## src/rtl/initiator_port.sv

```systemverilog
// initiator_port: serial bus initiator with arbitration, ack timeout and split reads
module initiator_port #(
  parameter int ACK_TIMEOUT = 16
) (
  input  logic        clk,
  input  logic        rst,
  input  logic        init_req,
  input  logic [15:0] init_addr,
  input  logic [7:0]  init_wdata,
  input  logic        init_rw,
  output logic        init_ready,
  output logic [7:0]  init_rdata,
  output logic        init_rdata_valid,
  output logic        init_done,
  output logic        init_error,
  output logic        arbiter_req,
  input  logic        arbiter_grant,
  output logic        bus_data_out,
  output logic        bus_data_out_valid,
  output logic        bus_mode,
  output logic        bus_rw,
  input  logic        bus_data_in,
  input  logic        bus_data_in_valid,
  input  logic        bus_target_ack,
  input  logic        bus_split_ack
);
  localparam logic [2:0] IDLE = 3'd0, REQ = 3'd1, ADDR = 3'd2, ACK_WAIT = 3'd3,
                         WDATA = 3'd4, RDATA = 3'd5, SPLIT = 3'd6, DONE = 3'd7;
  logic [2:0]  state_q, state_d;
  logic [3:0]  bit_q, bit_d;
  logic [7:0]  to_q, to_d;
  logic [15:0] addr_q, addr_d;
  logic [7:0]  wdata_q, wdata_d, rx_q, rx_d, rdata_q, rdata_d;
  logic        rw_q, rw_d, err_q, err_d;
  // next-state logic: bit_q serves as the address/write bit index and the read rx_count
  always_comb begin
    state_d = state_q;
    bit_d   = bit_q;
    to_d    = to_q;
    addr_d  = addr_q;
    wdata_d = wdata_q;
    rx_d    = rx_q;
    rdata_d = rdata_q;
    rw_d    = rw_q;
    err_d   = 1'b0;
    case (state_q)
      IDLE: if (init_req) begin
        state_d = REQ;
        addr_d  = init_addr;
        wdata_d = init_wdata;
        rw_d    = init_rw;
      end
      REQ: if (arbiter_grant) begin
        state_d = ADDR;
        bit_d   = 4'd0;
      end
      ADDR: begin
        state_d = (bit_q == 4'd15) ? ACK_WAIT : ADDR;
        bit_d   = bit_q + 4'd1;
        to_d    = 8'd0;
      end
      ACK_WAIT: if (bus_target_ack) begin
        state_d = rw_q ? WDATA : RDATA;
        bit_d   = 4'd0;
      end else if (to_q == 8'(ACK_TIMEOUT - 1)) begin
        state_d = IDLE;
        err_d   = 1'b1;
      end else begin
        to_d = to_q + 8'd1;
      end
      WDATA: begin
        state_d = (bit_q == 4'd7) ? DONE : WDATA;
        bit_d   = bit_q + 4'd1;
      end
      RDATA: if (bus_data_in_valid) begin
        rx_d[bit_q[2:0]] = bus_data_in;
        state_d = (bit_q == 4'd7) ? DONE : RDATA;
        rdata_d = (bit_q == 4'd7) ? rx_d : rdata_q;
        bit_d   = bit_q + 4'd1;
      end else if (bit_q == 4'd0 && bus_split_ack) begin
        state_d = SPLIT;
      end
      SPLIT: if (arbiter_grant) begin
        state_d = RDATA;
        bit_d   = 4'd0;
      end
      default: state_d = IDLE;
    endcase
  end
  // state registers; reset drops any transaction silently
  always_ff @(posedge clk) begin
    if (rst) begin
      state_q <= IDLE;
      bit_q   <= '0;
      to_q    <= '0;
      addr_q  <= '0;
      wdata_q <= '0;
      rx_q    <= '0;
      rdata_q <= '0;
      rw_q    <= 1'b0;
      err_q   <= 1'b0;
    end else begin
      state_q <= state_d;
      bit_q   <= bit_d;
      to_q    <= to_d;
      addr_q  <= addr_d;
      wdata_q <= wdata_d;
      rx_q    <= rx_d;
      rdata_q <= rdata_d;
      rw_q    <= rw_d;
      err_q   <= err_d;
    end
  end
  assign init_ready         = state_q == IDLE;
  assign arbiter_req        = state_q inside {REQ, ADDR, ACK_WAIT, WDATA, RDATA};
  assign bus_data_out_valid = state_q == ADDR || state_q == WDATA;
  assign bus_mode           = state_q == WDATA;
  assign bus_data_out       = (state_q == ADDR) ? addr_q[bit_q] :
                              (state_q == WDATA) ? wdata_q[bit_q[2:0]] : 1'b0;
  assign bus_rw             = rw_q;
  assign init_done          = state_q == DONE || err_q;
  assign init_error         = err_q;
  assign init_rdata_valid   = state_q == DONE && !rw_q;
  assign init_rdata         = rdata_q;
endmodule

```

## config.mk

```make
export PLATFORM = sky130hd
export DESIGN_NAME = initiator_port
export DESIGN_NICKNAME = d
export VERILOG_FILES = /design/src/rtl/initiator_port.sv
export SDC_FILE = /design/constraint.sdc
export NUM_CORES = 1
export LEC_CHECK = 0
export CELL_PAD_IN_SITES_DETAIL_PLACEMENT = 0
export CELL_PAD_IN_SITES_GLOBAL_PLACEMENT = 1
export CORE_MARGIN = 3
export CORE_UTILIZATION = 39
export DETAILED_ROUTE_END_ITERATION = 8
export PLACE_DENSITY_LB_ADDON = 0.1
export SLEW_MARGIN = 20
export SYNTH_ARGS = -nofsm -noshare
export SYNTH_HDL_FRONTEND = slang
export SYNTH_SLANG_ARGS = --single-unit
```

## constraint.sdc

```tcl
create_clock -name clk -period 2.2 [get_ports clk]
set_input_delay 0.55 -clock clk [delete_from_list [all_inputs] [get_ports clk]]
set_output_delay 0.55 -clock clk [all_outputs]
set_load 0.005 [all_outputs]
```

Yosys cells after proc, flatten, opt, wreduce, memory -nomap -nowiden

Index checks and enable logic that the tools add are counted.
W data, S select, Z words.

Register bits: 57
Input port bits: 33
Output and inout bits: 17
Word-level logic and storage cells: 84

$add $sub $neg: 2
Magnitude comparators: 3
Equal/unequal tests: 20
Multiplexer cells: 29
Bitwise operators: 1
Reduce and logical (&&, ||, !) cells: 20

Operators with widths:

| kind                  | number |
|---|---|
| $mux W3               | 7 |
| $pmux W3 S7           | 1 |
| $mux W8               | 2 |
| $pmux W4 S4           | 1 |
| $pmux W8 S2           | 1 |
| $ne A2 B2 Y1 const B  | 7 |
| $eq A3 B3 Y1 const B  | 4 |
| $mux W4               | 3 |
| $add A8 B1 Y8 const B | 1 |
| $bwmux W8             | 1 |
| $eq A8 B4 Y1 const B  | 1 |
| $mux W1               | 8 |
| $eq A3 B2 Y1 const B  | 2 |
| $ne A3 B3 Y1 const B  | 2 |
| $reduce_and A3 Y1     | 2 |
| $lt A4 B5 Y1 const B  | 1 |
| $reduce_and A5 Y1     | 1 |
| $reduce_bool A5 Y1    | 1 |
| $add A4 B1 Y4 const B | 1 |
| $bmux W1 S4           | 1 |
| $eq A4 B3 Y1 const B  | 1 |
| $eq A4 B4 Y1 const B  | 1 |
| $logic_not A4 Y1      | 1 |
| $lt A3 B4 Y1 const B  | 1 |
| 17 further kinds      | 23 |

Longest topological paths before layout

Gate-level depths: netlist (run 1).

Depth in word-level cells: 5
Mapped depth: 8
Depth with buffers taken out: 7

Worst setup path before layout (run 1)

No wires, ideal clock.

Path type: register -> output
Start point: reg bit_q[0]
End point: out bus_data_out
Data arrival time: 1.338 ns
Required time: 1.650 ns
Slack: 0.312 ns
Stages on the path, launching flop included: 5
Path buffers: 0
Path through: dfxtp_1 > mux4_2 > mux2i_1 > nor3_1 > a41o_1

Word-level cells in the longest chain between the ends: 4
Elaborated cells between the ends (all ways): 6
Classes of those cells: 6 x mux

Ends and longest elaborated chain:

| what                          | line | text |
|---|---|---|
| start, declared               | 30   | `logic [3:0] bit_q, bit_d;` |
| start signal, assigned        | 104  | `bit_q <= bit_d;` |
| $bmux W1 S3                   | 119  | `(state_q == WDATA) ? wdata_q[bit_q[2:0]] : 1'b0;` |
| $mux W1 (implied by the code) | 119  |  |
| $mux W1                       | 119  |  |
| $mux W1 (*)                   | 118  | `assign bus_data_out = (state_q == ADDR) ? addr_q[bit_q] :` |
| end, declared                 | 18   | `output logic bus_data_out,` |

Mark *: on every way between the ends. The rest lies on a longest branch, timed or not. The select of a mux whose other input is x is not followed.

Worst setup path in the final report (run 1)

Same ends and word-level chain as after synthesis.

==> results of run 1 <==
-- metrics by stage --
step           util [%]  hold slack (ps)  total power, mW  setup TNS [ps]
4_1_cts            54.1              459             3.27            -279
3_3_place_gp       51.1              448             2.28            -189
5_1_grt            54.9              473             3.50            -257
2_1_floorplan         -              433             1.89               0
3_5_place_dp       51.1              450             2.28            -266
6_report           54.9              454             3.30            -126
-- final cells by class --
type                            instances  area [µm²]  area share (%)
Clock inverter                          5        55.1            1.44
Clock buffer                           11         141            3.71
Multi-Input combinational cell        242        1540            40.5
Inverter                               10        37.5           0.985
Timing Repair Buffer                   83         757            19.9
Sequential cell                        57        1160            30.4
Tap cell                               96         120            3.15
-- sequential cells by signal, summed over array words and instances (netlist names) --
register / cells
wdata_q: 8
state_q: 3
init_rdata: 8
bus_rw: 1
init_error: 1
to_q: 8
rx_q: 8
addr_q: 16
bit_q: 4
-- worst max path at each step --
| stage | start | cells after the start | end | slack, ps |
|---|---|---|---|---|
| after global placement | bit_q[0] | 5 | bus_data_out | -190 |
| final | bit_q[0] | 5 | bus_data_out | -130 |
| after CTS | bit_q[0] | 5 | bus_data_out | -170 |
| after floorplan | bit_q[0] | 4 | bus_data_out | 310 |
| after global routing | bit_q[2] | 6 | bus_data_out | -260 |
| after detailed placement | bit_q[0] | 5 | bus_data_out | -270 |
-- power breakdown --
part | switching, mW | total [mW] | internal, mW
sequential | 0.0955 | 1.24 | 1.15
clock | 0.428 | 0.977 | 0.549
combinational | 0.537 | 1.07 | 0.537
total | 1.06 | 3.30 | 2.23
-- routing by layer --
layer / routed length [µm] / GRT usage (%) / share of wire, % / up-vias
li1: - / - / - / 1305
met3: 276 / 4.14 / 4.2 / 11
met1: 3230 / 21.5 / 49 / 1118
met5: 0 / 0 / 0 / -
met4: 138 / 8.29 / 2.1 / 0
met2: 2910 / 25.6 / 44 / 47
-- cell usage after synthesis (all sizes together) --
library cell / number / area [µm²]
mux4: 2 / 45.0
buf: 14 / 103
inv: 10 / 37.5
nor2: 38 / 150
o41ai: 1 / 8.76
o2111ai: 1 / 8.76
a211oi: 19 / 183
a31oi: 2 / 12.5
dfxtp: 57 / 1140
a31o: 2 / 17.5
xnor2: 3 / 26.3
nor2b: 1 / 6.26
a22oi: 3 / 22.5
a21oi: 30 / 154
a2111oi: 1 / 15.0
mux2i: 19 / 190
a41o: 1 / 10.0
nor4: 2 / 27.5
nand2b: 6 / 52.6
a311oi: 3 / 32.5
and2b: 1 / 7.51
nand2: 59 / 221
nand3: 6 / 30.0
o311ai: 1 / 8.76
o21a: 2 / 15.0
clkbuf: 9 / 33.8
o22ai: 1 / 6.26
and3: 5 / 31.3
and3b: 1 / 8.76
or3: 1 / 6.26
xor2: 6 / 52.6
and4: 1 / 8.76
o21ai: 8 / 40.0
and2: 2 / 12.5
a21o: 1 / 7.51
nor3: 6 / 40.0
ha: 3 / 37.5
o211ai: 4 / 30.0
-- critical path, stage by stage (launching register included) --
cell	delay (ps)
sky130_fd_sc_hd__dfxtp_4	390
sky130_fd_sc_hd__mux4_2	510
sky130_fd_sc_hd__mux2i_1	150
sky130_fd_sc_hd__nor3_1	60
sky130_fd_sc_hd__a41o_1	200
sky130_fd_sc_hd__buf_2	130
-- cell families (layout without fill, tap and decap cells) --
kind of cell             after synthesis  in the layout  synth area share [%]
XOR/XNOR                               9              9                  2.77
multiplexers                          21             21                  8.28
buffers and inverters                 33            109                  6.12
AND/OR/NAND/NOR                      129            129                  21.2
AO/OA/AOI/OAI                         80             80                  20.1
adder cells (fa/ha/maj)                3              3                  1.32
flip-flops                            57             57                  40.2
-- repair_timing --
item	in CTS	in global routing
setup buffers	0	4
gates cloned	0	0
setup endpoints to repair	6	5
hold buffers	0	0
pin swaps	1	4
gates resized for setup	14	8
==> results.md, run 1 <==
- The run finished, with violations left.
- The final reports fail on negative setup slack.
- The die is 91.4 µm tall.
- The cell at the root of the clock tree is sky130_fd_sc_hd__clkbuf_8.
- STA classifies the critical path startpoint as a register.
- The total of flip-flops plus latches after synthesis is 57.
- OpenSTA, run right after detailed placement, puts the worst setup slack at -266 ps.
- The most common library cell in the layout ignoring fill and taps is sky130_fd_sc_hd__nand2_1.
- The initial detailed-routing violation count is 129.
- The HPWL after detailed placement is 4730 µm.
- The antenna violation net count after detailed routing is 0.
- The worst ir drop on vdd is 0.407 mV.
- Across the run, the number of max-cap violations was 0.
- The finished cells cover 3810 µm².
- The floorplan step defined a die boundary enclosing 8350 µm².
- The routed design could run at a clock period as short as 2330 ps.
- The number of hold-slack violations in the final timing report is 0.
- The standby leakage power is 1.45 nW.
- For the worst-skew pair, the clock arrives at the later sink with an insertion delay of 340 ps.
- The setup slack on the worst flop-to-flop path is 320 ps.
- In the finished design, the share of the clock period the worst path needs comes to 106%.
- The number of antenna violations at the first check in global routing was 0.
- The worst hold path belongs to the class reg -> reg.
- The worst setup path is captured at a primary output.
- Synthesis handed over a netlist of 332 instances.
- The netlist area before placement is 2840 µm².
- The number of buffers added by the clock tree synthesis step is 9.
- The final routed DRC violation total is 0.
- The count of distinct cell types in the synthesized netlist is 49.
- The synthesis-to-finish area growth is 34.1%.
- The placeable core region is 6940 µm².
- For the worst flop-to-flop path, the logic depth is 10.
- The clock input transition at the sequential cells of the worst setup and hold paths is 60 ps.
- The worst-margin pin slew is 476 ps.
- The number of H-tree levels is 3.
- The worst path required time is 1650 ps.
- The hold path startpoint is addr_q[1].
- The power per cell area is 865 nW/µm².
- For hold timing, the worst endpoint is addr_q[1].
- The total overflow left after global routing is 0.
- Before antenna repair, the detailed router went through 4 iterations.
- The minimum setup slack in the final design is -126 ps.
- The final count of negative-setup-slack endpoints is 1.
- The standard-cell row count is 30.
- The maximum number of pins on one net before global-route repair is 27.
- The reg-to-reg startpoint is bit_q[1].
- Fill cells in the final layout number 688.
- The via count is 2481.
- For this run, the number of standard cells in the final layout without fillers is 504.
- The portion of the post-synthesis area used by sequential elements is 40.2%.
- The routed design has 6550 µm of wire.
- Static timing analysis puts the maximum clock frequency at 0.430 GHz.
- The final count of pins violating max slew is 0.
- The number of warnings issued by yosys is 0.
- The via count normalized by instance count is 4.92.
- In this run, placement finished with an instance count of 484.
- The average instance in the mapped netlist occupies 8.56 µm².
- The worst register-to-register path ends at state_q[0].
- The global placement routability congestion is 0.784.
- 0 antenna diodes ended up in the layout.
- In this run the count of I/O pins placed on the die edge is 50.
- Setup repair after global routing could not meet its margin everywhere.
- The first global-routing pass estimated 11100 µm of wire.
- The worst hold path was traced through 2 stages.
- Of all nets on the critical path, the largest fanout is 6.
- In the layout the commonest cells are 58 x sky130_fd_sc_hd__nand2_1, 52 x sky130_fd_sc_hd__dfxtp_1, 45 x sky130_fd_sc_hd__clkdlybuf4s50_1.
- Input and output buffers added on the ports amount to 49.
- The signal arrival time at the worst endpoint is 1780 ps.
- Once placement finished, the instance area stood at 3550 µm².
- The layout net count is 439.
- The via count of the first global-routing pass is 2377.
- In the final layout, the share of cells above drive strength 1 is 19.6%.
- The clock net sink count is 57.
- No sink is reached through more buffers than the 2 on the longest clock path.
- In this run the horizontal extent of the chip is 91.4 µm.
- TritonCTS built the clock tree.
- The worst setup path is of the reg -> out kind.
- The all-layer global routing usage is 16.6%.
- The initial utilization of the core area, before any placement, comes to 40.9%.
- The post-synthesis net count is 368.
- The detail-routed net length per standard cell is 13.0 µm.
- The worst setup skew after layout is 6.61 ps.
- Measured against its own limit, the worst slew margin works out to 68.2%.
(Power assumes the default switching activity.)
==> run 2: changes to the inputs <==
CORE_UTILIZATION = 42   (was 39)
REMOVE_ABC_BUFFERS = 1   (was default)
clock period = 2.8 ns   (was 2.2 ns; I/O delays follow)
==> results.md, run 2 (synthesis gave the netlist of run 1 again) <==
- For this block, the via count after detailed routing is 2427.
- Entering global routing, the biggest net connects 41 pins.
- Power spread over the standard cell area amounts to 678 nW/µm².
- The die width is 88.3 µm.
- The number of antenna violations at the first check in global routing came to 0.
- Summed over all cells, the static leakage comes to 1.33 nW.
- The cell type of the slowest stage on the worst timing path is sky130_fd_sc_hd__mux4_2.
- CTS built an H-tree with a depth of 3.
- The initial detailed-routing violation count is 153.
- The first-pass detailed-route iteration total is 4.
- The most common library cell in the layout ignoring fill and taps is sky130_fd_sc_hd__nand2_1.
- In this run the vertical extent of the chip is 88.3 µm.
- Across the VDD grid, the largest voltage drop is 0.359 mV.
- The first global-routing pass estimated 10700 µm of wire.
- Counting flops per register, the top entry is addr_q.
- In the final routed layout, each cell accounts on average for 13.4 µm.
- Setup repair after global routing left no endpoint under its margin.
- The final count of negative-setup-slack endpoints is 0.
- The signal on the critical path passes through mux4_2, mux2i_1, nor3_1, a41o_1, dlygate4sd2_1.
- The filler cells instantiated in the layout total 630.
- The antenna violation net count after detailed routing is 0.
- Using the TritonRoute via totals, the vias-per-cell ratio works out to 5.22.
- The number of hold-slack violations in the final timing report came to 0.
- Of the cells placed in the final design, the portion with a size suffix greater than 1 is 13.9%.
- The cell depth of the worst min-delay path is 2.
- After clock tree synthesis, the clock-pin slew on the worst setup and hold paths is 60 ps.
- The later-pin clock latency in the skew report is 320 ps.
- The maximum cell stage delay along the critical path is 510 ps.
- The standard-cell row count is 29.
- After detailed routing, the number of remaining DRC violations is 0.
- The final count of pins violating max slew is 0.
- The clock tree from TritonCTS is built.
- The count of maximum capacitance violations is 0.
- The worst hold path class is reg -> reg.
- The nature of the critical path startpoint is a register.
- The library cells used most frequently in the layout, excluding fill and tap cells, are 59 x sky130_fd_sc_hd__nand2_1, 55 x sky130_fd_sc_hd__dfxtp_1, 47 x sky130_fd_sc_hd__clkdlybuf4s50_1.
- The repair_antennas step left the layout with diodes totalling 0.
- The tree built by TritonCTS fans out to 57 sinks.
- During placement, the flow inserted port buffers numbering 49.
- The run finished with clean final reports.
- The signal arrival time at the worst endpoint is 1940 ps.
- The number of buffers added by the clock tree synthesis step is 9.
- At the end of routability-driven placement, the weighted congestion stood at 0.834.
- The placeable core region is 6460 µm².
- The number of cells on the worst reg-to-reg path is 8.
- The HPWL after detailed placement is 4480 µm.
- The number of top-level pins is 50.
- The die covers 7790 µm².
- Across every metal layer, demand over resource in global routing totals 17.4%.
- The flip-flop count of the largest register, all copies and words added is 16.
- The number of buffers on the longest clock path is 2.
- The critical path is of the reg -> out type.
- The worst path uses 94.3% of the clock period.
- The worst path required time is 2100 ps.
- The worst pin sits at a relative slew slack of 46.2%.
- The layout net count is 419.
- The starting utilization of the core area is 44.0%.
- The maximum fanout along the worst path is 7.
- Compared with the post-synthesis result, the final layout area differs by 26.6%.
- The worst-margin pin slew is 805 ps.
- The routed design has 6250 µm of wire.
- After global routing the overflow that remains totals 0.
- The tree is rooted in a sky130_fd_sc_hd__clkbuf_8.
- The kind of end point of the critical path is a primary output.
- The via count of the first global-routing pass is 2278.
- Based on the critical path, the design can be clocked at up to 0.379 GHz.
- For the final routed database, the setup TNS stands at 0 ps.
- The worst setup skew after layout is 5.29 ps.
- The shortest period the worst path allows is 2640 ps.
- The design draws 2.44 mW.
-- run 2: worst paths after layout --
| check | startpoint | end | slack (ps) |
|---|---|---|---|
| worst max-delay path | bit_q[0] | bus_data_out | 160 |
| worst min-delay path | wdata_q[5] | wdata_q[5] | 450 |
| worst max register to register | bit_q[1] | state_q[1] | 980 |
| worst min register to register | wdata_q[5] | wdata_q[5] | 450 |
-- run 2: final cells by class --
type	instances	area, µm²	area share [%]
clock buffer	11	141	3.93
clock inverter	5	55.1	1.53
inverter	10	37.5	1.04
multi-input combinational	242	1530	42.4
sequential	57	1150	31.9
tap	77	96.3	2.68
timing repair buffer	63	593	16.5
-- run 2: timing repair --
action,in CTS,in global routing
hold buffers,0,0
endpoints found under the setup margin,1,0
gates resized for setup,6,0
buffers inserted,1,0
-- run 2: through the flow --
step | utilization, % | instance area, µm² | std cells | hold WS (ps) | setup slack, ps
after floorplan | - | 2710 | 309 | 427 | 505
after global placement | 52.4 | 3380 | 448 | 448 | 172
after detailed placement | 52.4 | 3380 | 448 | 449 | 125
after CTS | 55.7 | 3600 | 465 | 458 | 138
after global routing | 55.7 | 3600 | 465 | 472 | 33.2
final | 55.7 | 3600 | 465 | 455 | 159
-- run 2: critical path, delay by kind of cell (launching register included) --
| kind | cells | cell delay (ps) |
|---|---|---|
| muxes | 2 | 680 |
| DFF | 1 | 390 |
| buffers and inverters | 1 | 260 |
| AOI/OAI and AO/OA | 1 | 220 |
| and+or+nand+nor | 1 | 70 |
-- run 2: power breakdown --
| group | leakage, nW | internal [mW] | switching (mW) |
|---|---|---|---|
| logic | 0.774 | 0.325 | 0.393 |
| clock network | 0.0953 | 0.432 | 0.318 |
| registers | 0.465 | 0.897 | 0.0746 |
| total | 1.33 | 1.65 | 0.786 |
-- run 2: metal layers --
layer	GRT usage (%)	wire length (µm)
met1	24.4	3200
met3	4.19	266
met2	26.4	2730
met5	0	0
met4	5.36	57
